**config.mk**
```make
export PLATFORM = sky130hd
export DESIGN_NAME = led_pattern_seq_flat
export DESIGN_NICKNAME = d
export VERILOG_FILES = /design/src/rtl/led_seq_pkg.sv /design/src/rtl/led_pattern_seq_if.sv /design/src/rtl/rise_detect.sv /design/src/rtl/led_pattern_seq.sv /design/src/flat_wrapper.sv
export SDC_FILE = /design/constraint.sdc
export NUM_CORES = 1
export LEC_CHECK = 0
export CORE_MARGIN = 2
export CORE_UTILIZATION = 45
export DETAILED_ROUTE_END_ITERATION = 10
export GPL_TIMING_DRIVEN = 0
export PLACE_DENSITY = 0.71
export SLEW_MARGIN = 20
export SYNTH_ARGS = -nofsm -noshare
export SYNTH_HDL_FRONTEND = slang
export SYNTH_HIERARCHICAL = 1
export SYNTH_SLANG_ARGS = --single-unit
```
**constraint.sdc**
```tcl
create_clock -name clk -period 4.36 [get_ports clk]
set_clock_uncertainty 0.1 [all_clocks]
set_input_delay 0.654 -clock clk [delete_from_list [all_inputs] [get_ports clk]]
set_output_delay 0.654 -clock clk [all_outputs]
set_load 0.01 [all_outputs]
```
**src/rtl/led_seq_pkg.sv**
```systemverilog
// Shared types and helpers for the LED pattern sequencer.
// Holds the mode encodings and the per-mode start pattern.
package led_seq_pkg;

   typedef enum logic [1:0] {
      MODE_SHIFT_L = 2'b00,
      MODE_SHIFT_R = 2'b01,
      MODE_BOUNCE  = 2'b10,
      MODE_BAR     = 2'b11
   } mode_t;

   // Start pattern of each mode for an n-LED bank (n in 2..32).
   function automatic logic [31:0] start_pat(mode_t m, int unsigned n);
      logic [31:0] r;
      r = 32'd0;
      unique case (m)
         MODE_SHIFT_L: r = 32'd1;
         MODE_SHIFT_R: r = 32'd1 << (n - 1);
         MODE_BOUNCE:  r = 32'd1;
         MODE_BAR:     r = 32'd0;
      endcase
      return r;
   endfunction

endpackage

```
**src/rtl/led_pattern_seq_if.sv**
```systemverilog
// Control/display bundle of the LED pattern sequencer.
// master: step_in, mode, pause out; led, wrap in. slave: the reverse.
interface led_pattern_seq_if #(
   parameter int N_LED = 8
);
   logic             step_in;
   logic [1:0]       mode;
   logic             pause;
   logic [N_LED-1:0] led;
   logic             wrap;

   modport master (
      output step_in, mode, pause,
      input  led, wrap
   );

   modport slave (
      input  step_in, mode, pause,
      output led, wrap
   );
endinterface

```
**src/rtl/rise_detect.sv**
```systemverilog
// One-clk rising-edge pulse of a clk-synchronous level.
// Ports: clk, rst (sync, high), d (level), rise (pulse).
module rise_detect (
   input  logic clk,
   input  logic rst,
   input  logic d,
   output logic rise
);
   logic d_q;

   // Reset high so a level already high at release is not an edge.
   always_ff @(posedge clk) begin
      if (rst) d_q <= 1'b1;
      else     d_q <= d;
   end

   assign rise = d & ~d_q;
endmodule

```
**src/rtl/led_pattern_seq.sv**
```systemverilog
// LED pattern sequencer: shift-left/right, bounce and bar modes,
// stepped by rising edges of step_in, with a wrap pulse per period.
// Ports: clk, rst (sync, high), bus (slave: step_in, mode, pause,
// led, wrap). LED_ACTIVE_LOW_EN defined: led = ~pattern.
module led_pattern_seq
   import led_seq_pkg::*;
#(
   parameter int N_LED = 8
) (
   input  logic                clk,
   input  logic                rst,
   led_pattern_seq_if.slave    bus
);
   localparam logic [N_LED-1:0] LSB = N_LED'(1);

   logic             step_rise;
   logic [N_LED-1:0] pat;
   logic [N_LED-1:0] nxt;
   logic [N_LED-1:0] s_new;
   logic [N_LED-1:0] s_cur;
   logic             dir;
   logic             nxt_dir;
   logic             wrap_q;
   mode_t            mode_q;
   mode_t            mode_in;

   rise_detect u_rise (
      .clk  (clk),
      .rst  (rst),
      .d    (bus.step_in),
      .rise (step_rise)
   );

   assign mode_in = mode_t'(bus.mode);
   assign s_new   = N_LED'(start_pat(mode_in, N_LED));
   assign s_cur   = N_LED'(start_pat(mode_q, N_LED));

   always_comb begin
      nxt     = pat;
      nxt_dir = dir;
      unique case (mode_q)
         MODE_SHIFT_L: nxt = {pat[N_LED-2:0], pat[N_LED-1]};
         MODE_SHIFT_R: nxt = {pat[0], pat[N_LED-1:1]};
         MODE_BOUNCE: begin
            // Turn around when the lit bit reaches either end.
            if (!dir) begin
               nxt     = pat << 1;
               nxt_dir = nxt[N_LED-1];
            end else begin
               nxt     = pat >> 1;
               nxt_dir = ~nxt[0];
            end
         end
         MODE_BAR: nxt = (&pat) ? '0 : {pat[N_LED-2:0], 1'b1};
      endcase
   end

   always_ff @(posedge clk) begin
      if (rst) begin
         pat    <= LSB;
         dir    <= 1'b0;
         mode_q <= MODE_SHIFT_L;
         wrap_q <= 1'b0;
      end else begin
         wrap_q <= 1'b0;
         // A mode change wins over a coincident step.
         if (mode_in != mode_q) begin
            pat    <= s_new;
            dir    <= 1'b0;
            mode_q <= mode_in;
         end else if (step_rise && !bus.pause) begin
            pat    <= nxt;
            dir    <= nxt_dir;
            wrap_q <= (nxt == s_cur);
         end
      end
   end

`ifdef LED_ACTIVE_LOW_EN
   assign bus.led = ~pat;
`else
   assign bus.led = pat;
`endif
   assign bus.wrap = wrap_q;
endmodule
```
**src/flat_wrapper.sv**
```systemverilog
// flat-port wrapper written by rule: the top's interface ports become plain ports
module led_pattern_seq_flat import led_seq_pkg::*;
#(
   parameter int N_LED = 8
)
  (clk, rst, bus_step_in, bus_mode, bus_pause, bus_led, bus_wrap);
  led_pattern_seq_if #(.N_LED(N_LED)) bus_i ();
  input  logic clk;
  input  logic rst;
  input wire logic [$bits(bus_i.step_in)-1:0] bus_step_in;
  input wire logic [$bits(bus_i.mode)-1:0] bus_mode;
  input wire logic [$bits(bus_i.pause)-1:0] bus_pause;
  output wire logic [$bits(bus_i.led)-1:0] bus_led;
  output wire logic [$bits(bus_i.wrap)-1:0] bus_wrap;
  assign bus_i.step_in = bus_step_in;
  assign bus_i.mode = bus_mode;
  assign bus_i.pause = bus_pause;
  assign bus_led = bus_i.led;
  assign bus_wrap = bus_i.wrap;
  led_pattern_seq #(.N_LED(N_LED)) u_core (.clk(clk), .rst(rst), .bus(bus_i));
endmodule
```
==> impl_metrics.ini, run 1 <==
[outcome]
status = finished clean

[clocking]
clock_latency_ns = 0.27
cts_sinks = 13
clockBufferDepth = 2
cts.clk_slew.worst_paths_ns = 0.07
post_cts_buffers = 0
htree_levels = 1
cts_buffers = 3
cts_hold_buffers = 0
cts_tree = yes
ctsResizeCount = 0
cts_root_buffer = clkbuf_4

[logic_synthesis]
synthFlopType = dfxtp_1
synth_area_um2 = 753.2
synth_edf_count = 0
syn_nets = 105
yosys_warnings = 6
synth_seq_cells = 13
ys_seq_area_share_pct = 34.55
synth.distinct_cells = 28
async_reset_ff_share_pct = 0
synth_cells = 99
syn_avg_cell_area_um2 = 7.608

[timing]
tns_ns = 0
max_clock_freq_mhz = 471.4
period_needed_ns = 2.121
hold_viol = 0
finalSetupViolations = 0
layout_worst_path_cycle_share_pct = 48.66
finalMaxSlewViolations = 0
hold_ws_ns = 0.4271
tightest_slew_ns = 0.4778
rsz0062_at_grt = false
max_slew_margin_pct = 68.15

[placed_design]
hpwl_mm = 1.282
io_buffer_count = 13
gp_congestion = 0.8130

[grt]
gr-total-overflow = 0
grt_antenna_before_repair = 0
grt_start_max_net_pins = 11
grt_pass1_vias = 698
grt_pass1_wl_mm = 3.022
grtUsageTotal_pct = 20.12

[run]
maxCapViolations = 0

[detailed_routing]
antenna_left = 0
wirelength_mm = 1.817
drtPass1Iterations = 4
drtIter0Drc = 24
viasPerCell = 6.045
post_drt_wl_per_cell_um = 13.77
drc = 0
num_vias = 798

[pwr]
leakagePower_nw = 0.3263
power_density_nw_per_um2 = 255.2
finalPower_uw = 237.2
peakVddDrop_mv = 0.1649

[critical_path]
r2r_setup_slack_ns = 2.63
start_kind = primary input
critical_path_arrival_ns = 2.18
slowest_stage = clkdlybuf4s50_1
crit_chain = clkdlybuf4s50_1, xor2_1, or3_1, buf_2, a221oi_1, a211oi_1
critPathCaptureType = flop
cp.required_ns = 4.42
critPathKind = in2reg
cp_max_fo = 10
slowest_delay_ns = 0.51

[die]
die_w_um = 44.91
die-area_um2 = 2017
core-area_um2 = 1541
start_util_pct = 48.86
io_pins = 15
num_rows = 14
die_y_um = 44.91

[final_layout]
syn2layout_area_growth_pct = 23.42
diodes = 0
fillCellCount = 144
nNetsFinal = 123
drive_gt1_share_pct = 7.759

[min_path]
min_path_type = reg2reg
-- power by group --
group | internal [mW] | switching [mW] | total (mW) | leakage [nW]
clock | 0.0354 | 0.0370 | 0.0724 | 0.0150
sequential | 0.122 | 0.00389 | 0.126 | 0.106
combinational | 0.0181 | 0.0207 | 0.0389 | 0.205
total | 0.176 | 0.0616 | 0.237 | 0.326
-- path summary, 6_finish.rpt --
kind	depth (start not counted)	end	from
hold reg to reg	1	u_core/dir	u_core/dir
hold / removal	1	u_core/dir	u_core/dir
setup / recovery	6	u_core/bus.led[0]	bus_mode[0]
setup reg to reg	6	u_core/bus.led[0]	u_core/mode_q[1]
-- critical path: cells and delay by family --
kind	cells	cell delay, ns
buf+inv	2	0.70
xor+xnor	1	0.20
simple gates	1	0.29
compound gates	2	0.33
-- synth_stat cells (3+ instances only) --
master	instances	area, um^2
nor2b_1	4	25.02
or3_1	4	25.02
clkbuf_1	3	11.26
nor3_1	3	15.01
dfxtp_1	13	260.3
nand3_1	8	40.04
nand3b_1	3	22.52
inv_1	3	11.26
nand2_1	6	22.52
a21oi_1	10	50.05
a211oi_1	8	60.06
buf_2	6	30.03
nor2_1	6	22.52
-- placed cells by master, fill, tap and decap left out, drive strengths merged, types with 2 or more instances in the layout --
cell type / n
or4: 2
or2: 2
o21ai: 2
dfxtp: 13
nor2b: 4
nand2: 6
buf: 6
inv: 3
or3: 4
a211oi: 8
a21oi: 10
nor2: 6
a311oi: 2
xor2: 2
clkdlybuf4s50: 13
clkbuf: 7
nor3: 3
a221oi: 2
a31oi: 2
nand3b: 3
nand3: 8
nand2b: 2
-- layout make-up --
class                           instances  area [um^2]  area share [%]
Timing Repair Buffer                   13        130.1           14.00
Sequential cell                        13        260.3           27.99
Multi-Input combinational cell         74        440.4           47.38
Tap cell                               16        20.02           2.153
Buffer                                  9        41.29           4.441
Clock buffer                            4        26.28           2.826
Inverter                                3        11.26           1.211
-- state kept, by name (all words and copies together), names as in the netlist --
name,flops
u_core/dir,1
u_core/u_rise/d_q,1
u_core/bus.led,8
u_core/mode_q,2
u_core/bus.wrap,1
-- through the flow --
stage                     util, %  std cells  area (um^2)  setup WS (ns)
after floorplan                 -         99        753.2          2.361
after global routing        60.31        132        929.6          2.021
after CTS                   60.31        132        929.6          2.256
final                       60.31        132        929.6          2.239
after global placement      58.60        128        903.4          1.964
after detailed placement    58.60        128        903.4          1.963
-- layer usage --
metal  global-route usage, %  share of wire [%]
met1                   27.94                 47
met5                       0                  0
met3                   6.400                6.8
met2                   31.01                 46
met4                   3.529                  0
-- cell families (layout without fill, tap and decap cells) --
family | after synthesis | in the layout | share of synthesized area, %
simple gates | 43 | 43 | 31.06
compound gates | 29 | 29 | 25.09
flops | 13 | 13 | 34.55
buf+inv | 12 | 29 | 6.977
xor+xnor | 2 | 2 | 2.326
No activity file was read; power rests on OpenSTA's default activity.
==> inputs of run 2 (changes only) <==
clock period = 2.1 ns   (was 4.36 ns; I/O delays follow)
==> results of run 2 <==
The final DEF is identical to that of run 1. Status: finished clean.
Main changes from that run: setup slack after placement 1.963 ns -> 0.04206 ns; setup slack after layout 2.239 ns -> 0.3175 ns; hold slack 0.4271 ns -> 0.3063 ns; register-to-register setup slack 2.63 ns -> 0.37 ns; end point of the worst hold path u_core/dir -> u_core/mode_q[1]; total power 0.2372 mW -> 0.4925 mW; worst IR drop on VDD 0.1649 mV -> 0.3424 mV
==> inputs of run 3 (changes only) <==
clock period = 1.7 ns   (was 2.1 ns; I/O delays follow)
==> run 3 against run 2 <==
Compared with the run above: register-to-register slack worse by 0.36 ns; sequential cell count stayed put; critical endpoint is now u_core/bus.wrap; non-clock buffer count is 1 lower; core utilization is 2.2 points higher; clock power is 25% higher; critical path type is now reg2reg; sequential share of layout area is 0.20 points lower; critical path depth is 2 lower; via count is 0.25% higher; design area is 3.6% higher; routed wire length is 1.4% higher; worst hold slack worse by 0.072 ns; power is 25% higher.
==> impl_metrics.ini, run 3 (synthesis results as in run 1) <==
[outcome]
status = finished clean

[grt]
grt_start_max_net_pins = 12
grt_util_met2_pct = 30.43
grtUsageTotal_pct = 20.12
grt_antenna_before_repair = 0
grt_pass1_vias = 697
busiest_layer = met2
gr-total-overflow = 0
met3_usage_pct = 7.200
grt_pass1_wl_mm = 3.022
use_met1_pct = 27.70

[die]
num_rows = 14
io_pins = 15
start_util_pct = 48.86
die_w_um = 44.91
die-area_um2 = 2017
core-area_um2 = 1541
die_y_um = 44.91

[critical_path]
slowest_stage = or4_4
cp_max_fo = 6
start_kind = flop
slowest_delay_ns = 0.53
cp.required_ns = 1.82
critPathKind = reg2reg
critPathCaptureType = flop
r2r-start = u_core/bus.led[3]
cp_top_family = simple AND/OR/NAND/NOR gates
crit_chain = or4_4, or4_1, nand3_1, and4_1
critical_path_arrival_ns = 1.81
cp_num_buf_inv = 0
worstSetupStartpoint = u_core/bus.led[3]

[timing]
tightest_slew_ns = 0.3495
layout_worst_path_cycle_share_pct = 99.53
max_slew_margin_pct = 76.54
hold_ws_ns = 0.2344
finalSetupViolations = 0
period_needed_ns = 1.692
max_clock_freq_mhz = 591.0
hold_viol = 0
rsz0062_at_grt = true
finalMaxSlewViolations = 0
setup_ws_ns = 0.008052

[placed_design]
hpwl_mm = 1.282
place_ws_ns = -0.2979
gp_congestion = 0.8130
io_buffer_count = 13

[clocking]
htree_levels = 1
clock_latency_ns = 0.27
cts_sinks = 13
cts_hold_buffers = 0
cts.clk_slew.worst_paths_ns = 0.07
cts_root_buffer = clkbuf_4
clockBufferDepth = 2
cts_tree = yes
cts_buffers = 3

[final_layout]
nNetsFinal = 122
largest_reg_flops = 8
fin_util_pct = 62.50
layout_commonest_cell = clkdlybuf4s50_1
diodes = 0
syn2layout_area_growth_pct = 27.91
most-common-layout-cells = clkdlybuf4s50_1, a21oi_1, nand3_1, a211oi_1, dfxtp_1
drive_gt1_share_pct = 15.65

[detailed_routing]
drtIter0Drc = 21
num_vias = 800
antenna_left = 0
drtPass1Iterations = 5
drc = 0
viasPerCell = 6.107
wirelength_mm = 1.842
post_drt_wl_per_cell_um = 14.06

[pwr]
peakVddDrop_mv = 0.4283
power_density_nw_per_um2 = 639.0
leakagePower_nw = 0.3440

[min_path]
hp-start = bus_mode[1]
min_path_type = in2reg

[run]
maxCapViolations = 0
==> run 3: routing by layer <==
metal | vias to the layer above | wire length, um
met2 | 35 | 846
met4 | 0 | 0
met5 | - | 0
met3 | 0 | 115
li1 | 395 | -
met1 | 370 | 879
==> run 3: through the flow <==
stage / cell area, um^2 / cells / total power, mW / TNS, ns
global placement: 903.4 / 128 / 0.4264 / -1.468
CTS: 930.9 / 131 / 0.6154 / 0
global route: 963.4 / 131 / 0.6497 / -0.04624
floorplan: 753.2 / 99 / 0.3909 / 0
detailed placement: 903.4 / 128 / 0.4281 / -1.676
finish: 963.4 / 131 / 0.6156 / 0
==> run 3: timing repair <==
action	4_1_cts	5_1_grt
pin swaps	0	0
gates resized for setup	4	16
setup buffers	0	0
setup endpoints to repair	2	6
gates cloned	0	0
==> run 3: worst register-to-register path: stages (launching register included) <==
cell and delay (ns):
dfxtp_2 0.35, or4_4 0.53, or4_1 0.40, nand3_1 0.09
and4_1 0.18
==> run 3: final cells by class <==
cell class | count | area, um^2
Timing Repair Buffer | 13 | 132.6
Buffer | 8 | 50.05
Clock buffer | 4 | 26.28
Fill cell | 147 | 578.1
Multi-Input combinational cell | 74 | 455.4
Sequential cell | 13 | 267.8
Inverter | 3 | 11.26
Tap cell | 16 | 20.02
==> run 3: worst paths after layout <==
kind | to | slack [ns] | depth (start not counted)
max | u_core/bus.wrap | 0.008 | 4
min | u_core/mode_q[1] | 0.23 | 2
max reg2reg | u_core/bus.wrap | 0.008 | 4
min reg2reg | u_core/bus.led[4] | 0.43 | 2
==> run 3: report_power, final <==
part	internal, mW	switching, mW
clock	0.0909	0.0961
sequential	0.314	0.0132
combinational	0.0490	0.0523
